### config.mk
export PLATFORM = sky130hd
export DESIGN_NAME = sync_fifo_param
export DESIGN_NICKNAME = d
export VERILOG_FILES = /design/src/rtl/sync_fifo_param.sv
export SDC_FILE = /design/constraint.sdc
export NUM_CORES = 1
export LEC_CHECK = 0
export ABC_AREA = 1
export BUFFER_PORTS_ARGS = -buffer_cell sky130_fd_sc_hd__buf_2
export CAP_MARGIN = 10
export CORE_UTILIZATION = 51
export DETAILED_ROUTE_END_ITERATION = 10
export GPL_TIMING_DRIVEN = 0
export PLACE_DENSITY = 0.73
export SYNTH_ARGS = -nofsm -noshare
export SYNTH_HDL_FRONTEND = slang
export SYNTH_SLANG_ARGS = --single-unit
### constraint.sdc
create_clock -name clk -period 2 [get_ports clk]
set_clock_uncertainty 0.2 [all_clocks]
set_input_delay 0 -clock clk [delete_from_list [all_inputs] [get_ports clk]]
set_output_delay 0 -clock clk [all_outputs]
set_load 0.01 [all_outputs]
### src/rtl/sync_fifo_param.sv
// Parametrised single-clock FIFO with occupancy, almost-full/empty thresholds and sticky error flags.
// Define FIFO_FWFT_EN for first-word-fall-through reads; otherwise reads have one cycle of latency.
module sync_fifo_param #(
    parameter int DATA_W   = 8,
    parameter int DEPTH    = 8,
    parameter int AF_LEVEL = DEPTH - 2,
    parameter int AE_LEVEL = 2
) (
    input  logic                       clk,
    input  logic                       reset,
    input  logic                       push,
    input  logic [DATA_W-1:0]          din,
    input  logic                       pop,
    output logic [DATA_W-1:0]          dout,
    output logic                       dout_valid,
    output logic                       full,
    output logic                       empty,
    output logic                       almost_full,
    output logic                       almost_empty,
    output logic [$clog2(DEPTH):0]     level,
    output logic                       overflow,
    output logic                       underflow,
    input  logic                       clear_err
);
    localparam int AW = $clog2(DEPTH);
    localparam int LW = AW + 1;
    localparam logic [AW-1:0] PTR_ONE = AW'(1);
    localparam logic [LW-1:0] LVL_ONE = LW'(1);
    localparam logic [LW-1:0] LVL_MAX = LW'(DEPTH);
    localparam logic [LW-1:0] AF_THR  = LW'(AF_LEVEL);
    localparam logic [LW-1:0] AE_THR  = LW'(AE_LEVEL);

    logic [DATA_W-1:0] mem_r [DEPTH];
    logic [AW-1:0]     wr_ptr_r;
    logic [AW-1:0]     rd_ptr_r;
    logic [LW-1:0]     level_r;
    logic              overflow_r;
    logic              underflow_r;
    logic              push_ok_s;
    logic              pop_ok_s;

    // Status flags decode straight from the registered occupancy.
    always_comb begin
        full         = (level_r == LVL_MAX);
        empty        = (level_r == {LW{1'b0}});
        almost_full  = (level_r >= AF_THR);
        almost_empty = (level_r <= AE_THR);
        level        = level_r;
        overflow     = overflow_r;
        underflow    = underflow_r;
        push_ok_s    = push && !full;
        pop_ok_s     = pop && !empty;
    end

    // Storage array; contents are never cleared, only the pointers are.
    always_ff @(posedge clk) begin
        if (!reset && push_ok_s) begin
            mem_r[wr_ptr_r] <= din;
        end
    end

    // Pointers and occupancy; a simultaneous push and pop leaves the level unchanged.
    always_ff @(posedge clk) begin
        if (reset) begin
            wr_ptr_r <= {AW{1'b0}};
            rd_ptr_r <= {AW{1'b0}};
            level_r  <= {LW{1'b0}};
        end else begin
            if (push_ok_s) begin
                wr_ptr_r <= wr_ptr_r + PTR_ONE;
            end
            if (pop_ok_s) begin
                rd_ptr_r <= rd_ptr_r + PTR_ONE;
            end
            case ({push_ok_s, pop_ok_s})
                2'b10:   level_r <= level_r + LVL_ONE;
                2'b01:   level_r <= level_r - LVL_ONE;
                default: level_r <= level_r;
            endcase
        end
    end

    // Sticky error flags; a new offence wins over clear_err in the same cycle.
    always_ff @(posedge clk) begin
        if (reset) begin
            overflow_r  <= 1'b0;
            underflow_r <= 1'b0;
        end else begin
            if (push && full) begin
                overflow_r <= 1'b1;
            end else if (clear_err) begin
                overflow_r <= 1'b0;
            end
            if (pop && empty) begin
                underflow_r <= 1'b1;
            end else if (clear_err) begin
                underflow_r <= 1'b0;
            end
        end
    end

`ifdef FIFO_FWFT_EN
    // Head of queue is always presented; it goes stale but stable once empty.
    always_comb begin
        dout       = mem_r[rd_ptr_r];
        dout_valid = !empty;
    end
`else
    logic [DATA_W-1:0] dout_r;
    logic              dout_valid_r;

    // Registered read port: dout holds the last popped word between pops.
    always_ff @(posedge clk) begin
        if (reset) begin
            dout_r       <= {DATA_W{1'b0}};
            dout_valid_r <= 1'b0;
        end else begin
            dout_valid_r <= pop_ok_s;
            if (pop_ok_s) begin
                dout_r <= mem_r[rd_ptr_r];
            end
        end
    end

    // Drive the read outputs from their registers.
    always_comb begin
        dout       = dout_r;
        dout_valid = dout_valid_r;
    end
`endif

endmodule

==> metrics.txt, run 1 <==
# TYPE chip_impl_metric gauge
chip_impl_info{name="cell_type_with_the_largest_total_area_after_synthesis",value="sky130_fd_sc_hd__edfxtp_1"} 1
chip_impl_info{name="crit_end",value="mem_r[0][0]$_DFFE_PP_"} 1
chip_impl_metric{name="count_of_distinct_cell_types_in_the_synthesized_netlist",unit=""} 25
chip_impl_metric{name="crit_path_max_incr_delay",unit="ps"} 370
chip_impl_metric{name="number_of_inserted_diodes",unit=""} 0
chip_impl_metric{name="final_min_period_over_clock_period",unit="%"} 95.8
chip_impl_metric{name="netlist_area",unit="um2"} 3490
chip_impl_metric{name="antenna_left",unit=""} 0
chip_impl_info{name="cts-root-buf",value="sky130_fd_sc_hd__clkbuf_8"} 1
chip_impl_metric{name="p_sw_share",unit="%"} 33.3
chip_impl_metric{name="worst-path-stages",unit=""} 8
chip_impl_metric{name="sequential_cell_area",unit="um2"} 2360
chip_impl_info{name="critical_path.startpoint",value="level[3]$_SDFFE_PP0P_"} 1
chip_impl_metric{name="die_width",unit="um"} 84.8
chip_impl_metric{name="gp_routability_congestion",unit=""} 0.817
chip_impl_metric{name="final-max-slew-violation-count",unit=""} 0
chip_impl_metric{name="grt.total_usage",unit="%"} 21.5
chip_impl_metric{name="final_util",unit="%"} 68.1
chip_impl_info{name="hold_class",value="primary input to flip-flop"} 1
chip_impl_metric{name="worst_ep_arrival_time",unit="ps"} 1780
chip_impl_info{name="critical_path.startpoint_type",value="flip-flop"} 1
chip_impl_metric{name="synthToLayoutAreaGrowth",unit="%"} 26.5
chip_impl_metric{name="ys_seq_elements",unit=""} 85
chip_impl_metric{name="total_power",unit="mW"} 5.02
chip_impl_metric{name="fmax",unit="MHz"} 522
chip_impl_metric{name="fp.dieH",unit="um"} 84.8
chip_impl_metric{name="portion_of_the_post_synthesis_area_used_by_sequential_elements",unit="%"} 67.0
chip_impl_metric{name="average_cell_area_after_synthesis",unit="um2"} 10.9
chip_impl_metric{name="design_area",unit="um2"} 4420
chip_impl_metric{name="boundaryPins",unit=""} 32
chip_impl_info{name="failing_checks",value="design-rule violations"} 1
chip_impl_metric{name="detailed_place_hpwl",unit="um"} 4820
chip_impl_metric{name="pwr-share-clk",unit="%"} 23.8
chip_impl_metric{name="post-route-min-period",unit="ps"} 1920
chip_impl_metric{name="count_of_endpoints_failing_hold_in_the_final_timing_report",unit=""} 0
chip_impl_metric{name="multi_input_area",unit="um2"} 1100
chip_impl_metric{name="drc_errors",unit=""} 4
chip_impl_metric{name="critical_path_required",unit="ps"} 1860
chip_impl_metric{name="grt_first_pass_wirelength",unit="um"} 11500
chip_impl_metric{name="power_density",unit="nW/um2"} 1130
chip_impl_metric{name="antenna_found_initial",unit=""} 0
chip_impl_metric{name="post_dp_cell_area",unit="um2"} 3760
chip_impl_metric{name="ff2ff_path_depth",unit=""} 8
chip_impl_info{name="timing.critical_path.max_delay_family",value="simple AND/OR/NAND/NOR gates"} 1
chip_impl_metric{name="postRouteWirelength",unit="um"} 7420
chip_impl_metric{name="grt_max_degree",unit=""} 14
chip_impl_metric{name="fin_hold_ws",unit="ps"} 51.3
chip_impl_metric{name="core_area",unit="um2"} 6490
chip_impl_metric{name="num_rows",unit=""} 29
chip_impl_info{name="regToRegEndpoint",value="mem_r[0][0]$_DFFE_PP_"} 1
chip_impl_metric{name="tritoncts.num_buffers",unit=""} 9
chip_impl_metric{name="combinationalPowerShare",unit="%"} 32.7
chip_impl_metric{name="grt_remaining_overflow",unit=""} 0
chip_impl_info{name="timing.critical_path.slowest_stage_cell",value="sky130_fd_sc_hd__dfxtp_4"} 1
chip_impl_metric{name="drt_pre_antenna_iters",unit=""} 7
chip_impl_metric{name="power_frac_seq",unit="%"} 43.5
chip_impl_metric{name="clock_sink_count",unit=""} 85
chip_impl_info{name="worstPathCellList",value="inv_2 -> nor2_2 -> nand2_2 -> nand2_4 -> inv_1 -> nand2_1 -> nor3_4 -> buf_4"} 1
chip_impl_metric{name="detailedRoute.firstIterationViolations",unit=""} 155
chip_impl_info{name="critPathCaptureType",value="flip-flop"} 1
chip_impl_metric{name="setup_tns",unit="ps"} 0
chip_impl_metric{name="setup_viol",unit=""} 0
chip_impl_metric{name="numPortBuffers",unit=""} 31
chip_impl_metric{name="cp_num_buf_inv",unit=""} 3
chip_impl_info{name="worstReg2RegStart",value="level[3]$_SDFFE_PP0P_"} 1
chip_impl_metric{name="clock_pin_slew_reported_for_the_worst_setup_and_hold_paths_after_clock_tree_synthesis",unit="ps"} 70
chip_impl_metric{name="routed-via-count",unit=""} 2554
chip_impl_info{name="run_status",value="finished, violations left"} 1
chip_impl_metric{name="netlist.area_leader.share",unit="%"} 55.0
chip_impl_metric{name="layoutNonFillerInstCount",unit=""} 476
chip_impl_metric{name="p_switching",unit="mW"} 1.67
chip_impl_metric{name="rrSetupSlack",unit="ps"} 80
chip_impl_metric{name="htree_levels",unit=""} 3
chip_impl_metric{name="cts-root-to-sink-buffers",unit=""} 2
chip_impl_info{name="clock_tree_from_tritoncts",value="yes"} 1
chip_impl_metric{name="cellInternalPower",unit="mW"} 3.34
chip_impl_metric{name="start_util",unit="%"} 53.8
chip_impl_metric{name="ys_warn_count",unit=""} 0
chip_impl_metric{name="via_count_of_the_first_global_routing_pass",unit=""} 2311
chip_impl_metric{name="numPlacedInstances",unit=""} 430
chip_impl_metric{name="finalNetCount",unit=""} 411
chip_impl_metric{name="num-fill-cells",unit=""} 492
chip_impl_info{name="critPathKind",value="flip-flop to flip-flop"} 1
chip_impl_metric{name="wire_per_inst",unit="um"} 15.6
chip_impl_metric{name="clk_latency",unit="ps"} 340
chip_impl_metric{name="route.detailed.vias_per_inst",unit=""} 5.37
chip_impl_metric{name="timing.final.ws_setup",unit="ps"} 83.7
chip_impl_metric{name="place_worst_setup_slack",unit="ps"} -451
chip_impl_info{name="top_cells_by_area_synth",value="sky130_fd_sc_hd__edfxtp_1 55%, sky130_fd_sc_hd__dfxtp_1 12%, sky130_fd_sc_hd__nor2_1 6.7%"} 1
chip_impl_metric{name="floorplan.die_area",unit="um2"} 7190
chip_impl_metric{name="max_cap_violations",unit=""} 0
chip_impl_metric{name="timing.max_slew.rel_slack",unit="%"} 66.8
chip_impl_metric{name="worstMarginPinSlew",unit="ps"} 498
chip_impl_metric{name="critical_path_peak_fanout",unit=""} 6
chip_impl_metric{name="p_leak",unit="nW"} 1.66
chip_impl_metric{name="syn_inst",unit=""} 322
chip_impl_metric{name="peakVddDrop",unit="V"} 0.000601
chip_impl_metric{name="drive_above_1_share",unit="%"} 24.8
chip_impl_metric{name="postSynthNetCount",unit=""} 339
## area by class of cell
type | instances | area share (%)
well taps | 77 | 2.18
repair buffers | 61 | 11.0
multi-input cells | 200 | 25.0
inverters | 23 | 1.95
clock buffers | 14 | 4.41
flip-flops and latches | 85 | 53.3
clock inverters | 2 | 0.255
plain buffers | 14 | 1.87
## registers in the layout, summed over array words and instances (netlist names)
signal	count
rd_ptr_r	3
mem_r	64
underflow	1
wr_ptr_r	3
overflow	1
level	4
dout	8
dout_valid	1
## repair_timing
item | in CTS | in global routing
hold buffers | 16 | 1
gates resized for setup | 5 | 28
endpoints found under the hold margin | 84 | 2
endpoints found under the setup margin | 67 | 68
buffers inserted | 1 | 12
pin swaps | 1 | 8
## worst reg2reg max path: cells and delay by family (launching register included)
family | cells | cell delay (ps)
buf+inv | 3 | 350
flops | 1 | 370
simple gates | 5 | 710
## worst min-delay path by stage
stage | depth (start not counted) | startpoint | endpoint
2_1_floorplan | 1 | reset | dout[0]$_SDFFE_PP0N_
3_3_place_gp | 2 | reset | dout[0]$_SDFFE_PP0N_
3_5_place_dp | 2 | reset | dout[0]$_SDFFE_PP0N_
4_1_cts | 6 | push | level[3]$_SDFFE_PP0P_
5_1_grt | 5 | reset | level[3]$_SDFFE_PP0P_
6_report | 5 | reset | level[3]$_SDFFE_PP0P_
## cells by family after synthesis
family          Yosys count  synth area share [%]
simple gates            119                  14.2
fa+ha+maj                 4                  1.43
compound gates           77                  12.5
buf+inv                  37                  4.83
flops                    85                  67.0
## synthesized netlist by cell type (all sizes together)
cell / instances
edfxtp: 64
nor2: 64
o21ai: 41
nand2: 33
inv: 22
dfxtp: 21
a21oi: 20
nand3: 16
o211ai: 16
buf: 11
ha: 4
nor3: 4
clkbuf: 3
and2: 1
clkinv: 1
nand4: 1
## per-layer routing
layer	wire (um)	up-vias	GRT usage (%)
met3	501	9	6.88
met4	100	0	5.55
met1	3250	1208	28.3
li1	-	1265	-
met5	0	-	0
met2	3560	72	35.0
## layout by cell type, fill, tap and decap left out, types with 4 or more instances in the layout
master                          synthesis  routed
sky130_fd_sc_hd__edfxtp_1              64      64
sky130_fd_sc_hd__nor2_1                62      57
sky130_fd_sc_hd__buf_2                  6      37
sky130_fd_sc_hd__o21ai_0               33      33
sky130_fd_sc_hd__nand2_1               31      30
sky130_fd_sc_hd__inv_1                 21      18
sky130_fd_sc_hd__a21oi_1               19      17
sky130_fd_sc_hd__o211ai_1              16      16
sky130_fd_sc_hd__dfxtp_1               21      16
sky130_fd_sc_hd__dlygate4sd3_1          0      16
sky130_fd_sc_hd__nand3_1               15      14
sky130_fd_sc_hd__buf_4                  4      12
sky130_fd_sc_hd__clkbuf_8               0      10
sky130_fd_sc_hd__o21ai_1                8       8
sky130_fd_sc_hd__nor2_4                 0       6
sky130_fd_sc_hd__clkbuf_1               3       5
sky130_fd_sc_hd__buf_12                 0       5
sky130_fd_sc_hd__inv_2                  1       4
sky130_fd_sc_hd__nor3_4                 0       4
sky130_fd_sc_hd__dfxtp_4                0       4
## power by group through the flow
stage | Combinational [mW] | Sequential, mW | Clock [mW]
after CTS | 1.48 | 2.18 | 1.22
final | 1.64 | 2.18 | 1.20
after global placement | 1.39 | 2.21 | 0
after global routing | 1.83 | 2.20 | 1.30
after floorplan | 0.937 | 2.24 | 0
after detailed placement | 1.42 | 2.22 | 0
No activity file was read; power rests on OpenSTA's default activity.
==> run 2: changes to the inputs <==
Settings changed: CAP_MARGIN 10 to 25, RECOVER_POWER set to 50.
==> run 2 against run 1 <==
  * The flow finishes with violations (design-rule violations, negative setup slack)
  * Core utilization shrank 0.31 points
  * First-iteration DRC count up 19%
  * Clock power is 8% higher
  * Combinational power about the same
  * Critical path depth fell by 6
  * Via count barely moved
  * Sequential power hardly changed
  * Maximum frequency shrank 4.6%
  * Non-clock buffer count increased by 3
  * Die area stayed put
  * Critical path type unchanged
  * Largest power group unchanged
  * Highest routed layer unchanged
==> metrics.txt, run 2 (same netlist as run 1, synthesis figures left out) <==
# TYPE chip_impl_metric gauge
chip_impl_info{name="run_status",value="finished, violations left"} 1
chip_impl_info{name="failing_checks",value="design-rule violations, negative setup slack"} 1
chip_impl_metric{name="gp_routability_congestion",unit=""} 0.817
chip_impl_metric{name="max_cap_violations",unit=""} 0
chip_impl_metric{name="num-fill-cells",unit=""} 497
chip_impl_metric{name="timing.max_slew.rel_slack",unit="%"} 67.3
chip_impl_metric{name="total_power",unit="mW"} 5.14
chip_impl_metric{name="floorplan.die_area",unit="um2"} 7190
chip_impl_metric{name="detailed_place_hpwl",unit="um"} 4880
chip_impl_metric{name="drive_above_1_share",unit="%"} 24.1
chip_impl_info{name="hold_start",value="reset"} 1
chip_impl_info{name="timing.critical_path.slowest_stage_cell",value="sky130_fd_sc_hd__dfxtp_1"} 1
chip_impl_metric{name="crit_path_max_incr_delay",unit="ps"} 630
chip_impl_metric{name="p_leak",unit="nW"} 1.64
chip_impl_info{name="timing.critical_path.max_delay_family",value="simple AND/OR/NAND/NOR gates"} 1
chip_impl_metric{name="clock_sink_count",unit=""} 85
chip_impl_metric{name="cp_num_buf_inv",unit=""} 0
chip_impl_metric{name="antenna_left",unit=""} 0
chip_impl_metric{name="via_count_of_the_first_global_routing_pass",unit=""} 2209
chip_impl_info{name="regToRegEndpoint",value="mem_r[7][6]$_DFFE_PP_"} 1
chip_impl_metric{name="peakVddDrop",unit="V"} 0.000515
chip_impl_metric{name="grt_max_degree",unit=""} 15
chip_impl_metric{name="number_of_inserted_diodes",unit=""} 0
chip_impl_metric{name="postRouteWirelength",unit="um"} 7600
chip_impl_metric{name="setup_viol",unit=""} 8
chip_impl_metric{name="count_of_endpoints_failing_hold_in_the_final_timing_report",unit=""} 0
chip_impl_metric{name="sequential_cell_area",unit="um2"} 2360
chip_impl_metric{name="wire_per_inst",unit="um"} 15.9
chip_impl_metric{name="antenna_found_initial",unit=""} 0
chip_impl_metric{name="final_min_period_over_clock_period",unit="%"} 100
chip_impl_metric{name="fmax",unit="MHz"} 498
chip_impl_info{name="hold_class",value="primary input to flip-flop"} 1
chip_impl_metric{name="detailroute.wirelength.met3",unit="um"} 384
chip_impl_metric{name="htree_levels",unit=""} 3
chip_impl_metric{name="routed-via-count",unit=""} 2556
chip_impl_metric{name="grt_remaining_overflow",unit=""} 0
chip_impl_info{name="highest_layer",value="met4"} 1
chip_impl_metric{name="ff2ff_path_depth",unit=""} 2
chip_impl_info{name="holdPathEnd",value="dout[0]$_SDFFE_PP0N_"} 1
chip_impl_info{name="critPathCaptureType",value="flip-flop"} 1
chip_impl_metric{name="numPortBuffers",unit=""} 31
chip_impl_metric{name="max_reg_flops",unit=""} 64
chip_impl_metric{name="core_area",unit="um2"} 6490
chip_impl_metric{name="critical_path_peak_fanout",unit=""} 8
chip_impl_metric{name="worstMarginPinSlew",unit="ps"} 490
chip_impl_metric{name="tritoncts.num_buffers",unit=""} 9
chip_impl_info{name="rsz0062_at_grt",value="yes"} 1
chip_impl_metric{name="start_util",unit="%"} 53.8
chip_impl_metric{name="grt_first_pass_wirelength",unit="um"} 11300
chip_impl_metric{name="setup_tns",unit="ps"} -33.6
chip_impl_metric{name="drc_errors",unit=""} 4
chip_impl_info{name="clock_tree_from_tritoncts",value="yes"} 1
chip_impl_metric{name="power_density",unit="nW/um2"} 1170
chip_impl_metric{name="finalNetCount",unit=""} 414
chip_impl_metric{name="grt.total_usage",unit="%"} 21.4
chip_impl_metric{name="multi_input_area",unit="um2"} 1100
chip_impl_metric{name="met2_wirelength",unit="um"} 3660
chip_impl_info{name="layout.cells.most_common_list",value="64 x sky130_fd_sc_hd__edfxtp_1, 56 x sky130_fd_sc_hd__nor2_1, 32 x sky130_fd_sc_hd__o21ai_0"} 1
chip_impl_info{name="critPathKind",value="flip-flop to flip-flop"} 1
chip_impl_metric{name="timing.final.ws_setup",unit="ps"} -8.62
chip_impl_metric{name="final-max-slew-violation-count",unit=""} 0
chip_impl_metric{name="die_width",unit="um"} 84.8
chip_impl_info{name="regMostFlops",value="mem_r"} 1
chip_impl_metric{name="drt-met1-wl",unit="um"} 3450
chip_impl_metric{name="detailedRoute.firstIterationViolations",unit=""} 185
chip_impl_metric{name="route.detailed.vias_per_inst",unit=""} 5.34
chip_impl_metric{name="final_util",unit="%"} 67.8
chip_impl_metric{name="critical_path_required",unit="ps"} 1830
chip_impl_info{name="critical_path.startpoint_type",value="flip-flop"} 1
chip_impl_info{name="cts-root-buf",value="sky130_fd_sc_hd__clkbuf_8"} 1
chip_impl_metric{name="boundaryPins",unit=""} 32
chip_impl_metric{name="worst_ep_arrival_time",unit="ps"} 1840
chip_impl_metric{name="post-route-min-period",unit="ps"} 2010
chip_impl_metric{name="synthToLayoutAreaGrowth",unit="%"} 26.0
chip_impl_metric{name="hold-path-cell-count",unit=""} 3
chip_impl_metric{name="rrSetupSlack",unit="ps"} -9
chip_impl_info{name="worstReg2RegStart",value="wr_ptr_r[0]$_SDFFE_PP0P_"} 1
chip_impl_info{name="most_common_cell_after_layout_fill_and_taps_aside",value="sky130_fd_sc_hd__edfxtp_1"} 1
chip_impl_metric{name="clock_pin_slew_reported_for_the_worst_setup_and_hold_paths_after_clock_tree_synthesis",unit="ps"} 90
chip_impl_metric{name="cts-root-to-sink-buffers",unit=""} 2
chip_impl_info{name="worstPathCellList",value="nand3_1 -> nor2_4"} 1
chip_impl_metric{name="num_rows",unit=""} 29
chip_impl_metric{name="drt_pre_antenna_iters",unit=""} 7
chip_impl_metric{name="clk_latency",unit="ps"} 360
chip_impl_metric{name="fp.dieH",unit="um"} 84.8
## run 2: how the worst max path moves through the flow
stage	startpoint	end	slack [ps]	cells past startpoint
6_report	wr_ptr_r[0]$_SDFFE_PP0P_	mem_r[7][6]$_DFFE_PP_	-9	2
5_1_grt	level[3]$_SDFFE_PP0P_	mem_r[2][5]$_DFFE_PP_	-100	8
4_1_cts	level[3]$_SDFFE_PP0P_	level[1]$_SDFFE_PP0P_	-30	10
3_5_place_dp	level[2]$_SDFFE_PP0P_	mem_r[6][5]$_DFFE_PP_	-330	6
3_3_place_gp	level[2]$_SDFFE_PP0P_	mem_r[0][1]$_DFFE_PP_	-430	6
2_1_floorplan	level[2]$_SDFFE_PP0P_	level[1]$_SDFFE_PP0P_	6	9
## run 2: cell type report
type / count / area share [%]
timing repair buffer: 64 / 10.5
clock inverter: 6 / 1.99
inverter: 23 / 1.96
multi-input combinational: 200 / 25.0
sequential: 85 / 53.6
tap: 77 / 2.19
clock buffer: 10 / 2.90
buffer: 14 / 1.88
## run 2: worst min-delay path, delay by kind of cell
family | cells | cell delay [ps]
buffers and inverters | 2 | 650
AO/OA/AOI/OAI | 1 | 40
## run 2: per-layer routing
metal | vias up | GRT usage [%]
met5 | - | 0
met4 | 0 | 7.40
li1 | 1276 | -
met1 | 1209 | 29.6
met3 | 9 | 4.82
met2 | 62 | 33.8
## run 2: timing repair
item,in CTS,in global routing
endpoints found under the setup margin,67,63
hold endpoints to repair,84,0
pin swaps,1,13
setup buffers,1,17
gates resized for setup,10,21
hold buffers,13,0
## run 2: power breakdown
| part | leakage, nW | switching [mW] | total (mW) | internal (mW) |
|---|---|---|---|---|
| registers | 0.753 | 0.124 | 2.18 | 2.06 |
| logic | 0.782 | 1.00 | 1.66 | 0.657 |
| clock network | 0.100 | 0.596 | 1.30 | 0.701 |
| total | 1.64 | 1.73 | 5.14 | 3.42 |
## run 2: metrics by stage
| step | hold slack [ps] | cells | area, um2 | worst slack (ps) |
|---|---|---|---|---|
| floorplan | -131 | 322 | 3510 | 6.36 |
| global placement | 5.16 | 430 | 3760 | -433 |
| detailed placement | 13.4 | 432 | 3780 | -331 |
| CTS | 178 | 462 | 4160 | -33.9 |
| global route | 219 | 479 | 4400 | -101 |
| finish | 184 | 479 | 4400 | -8.62 |
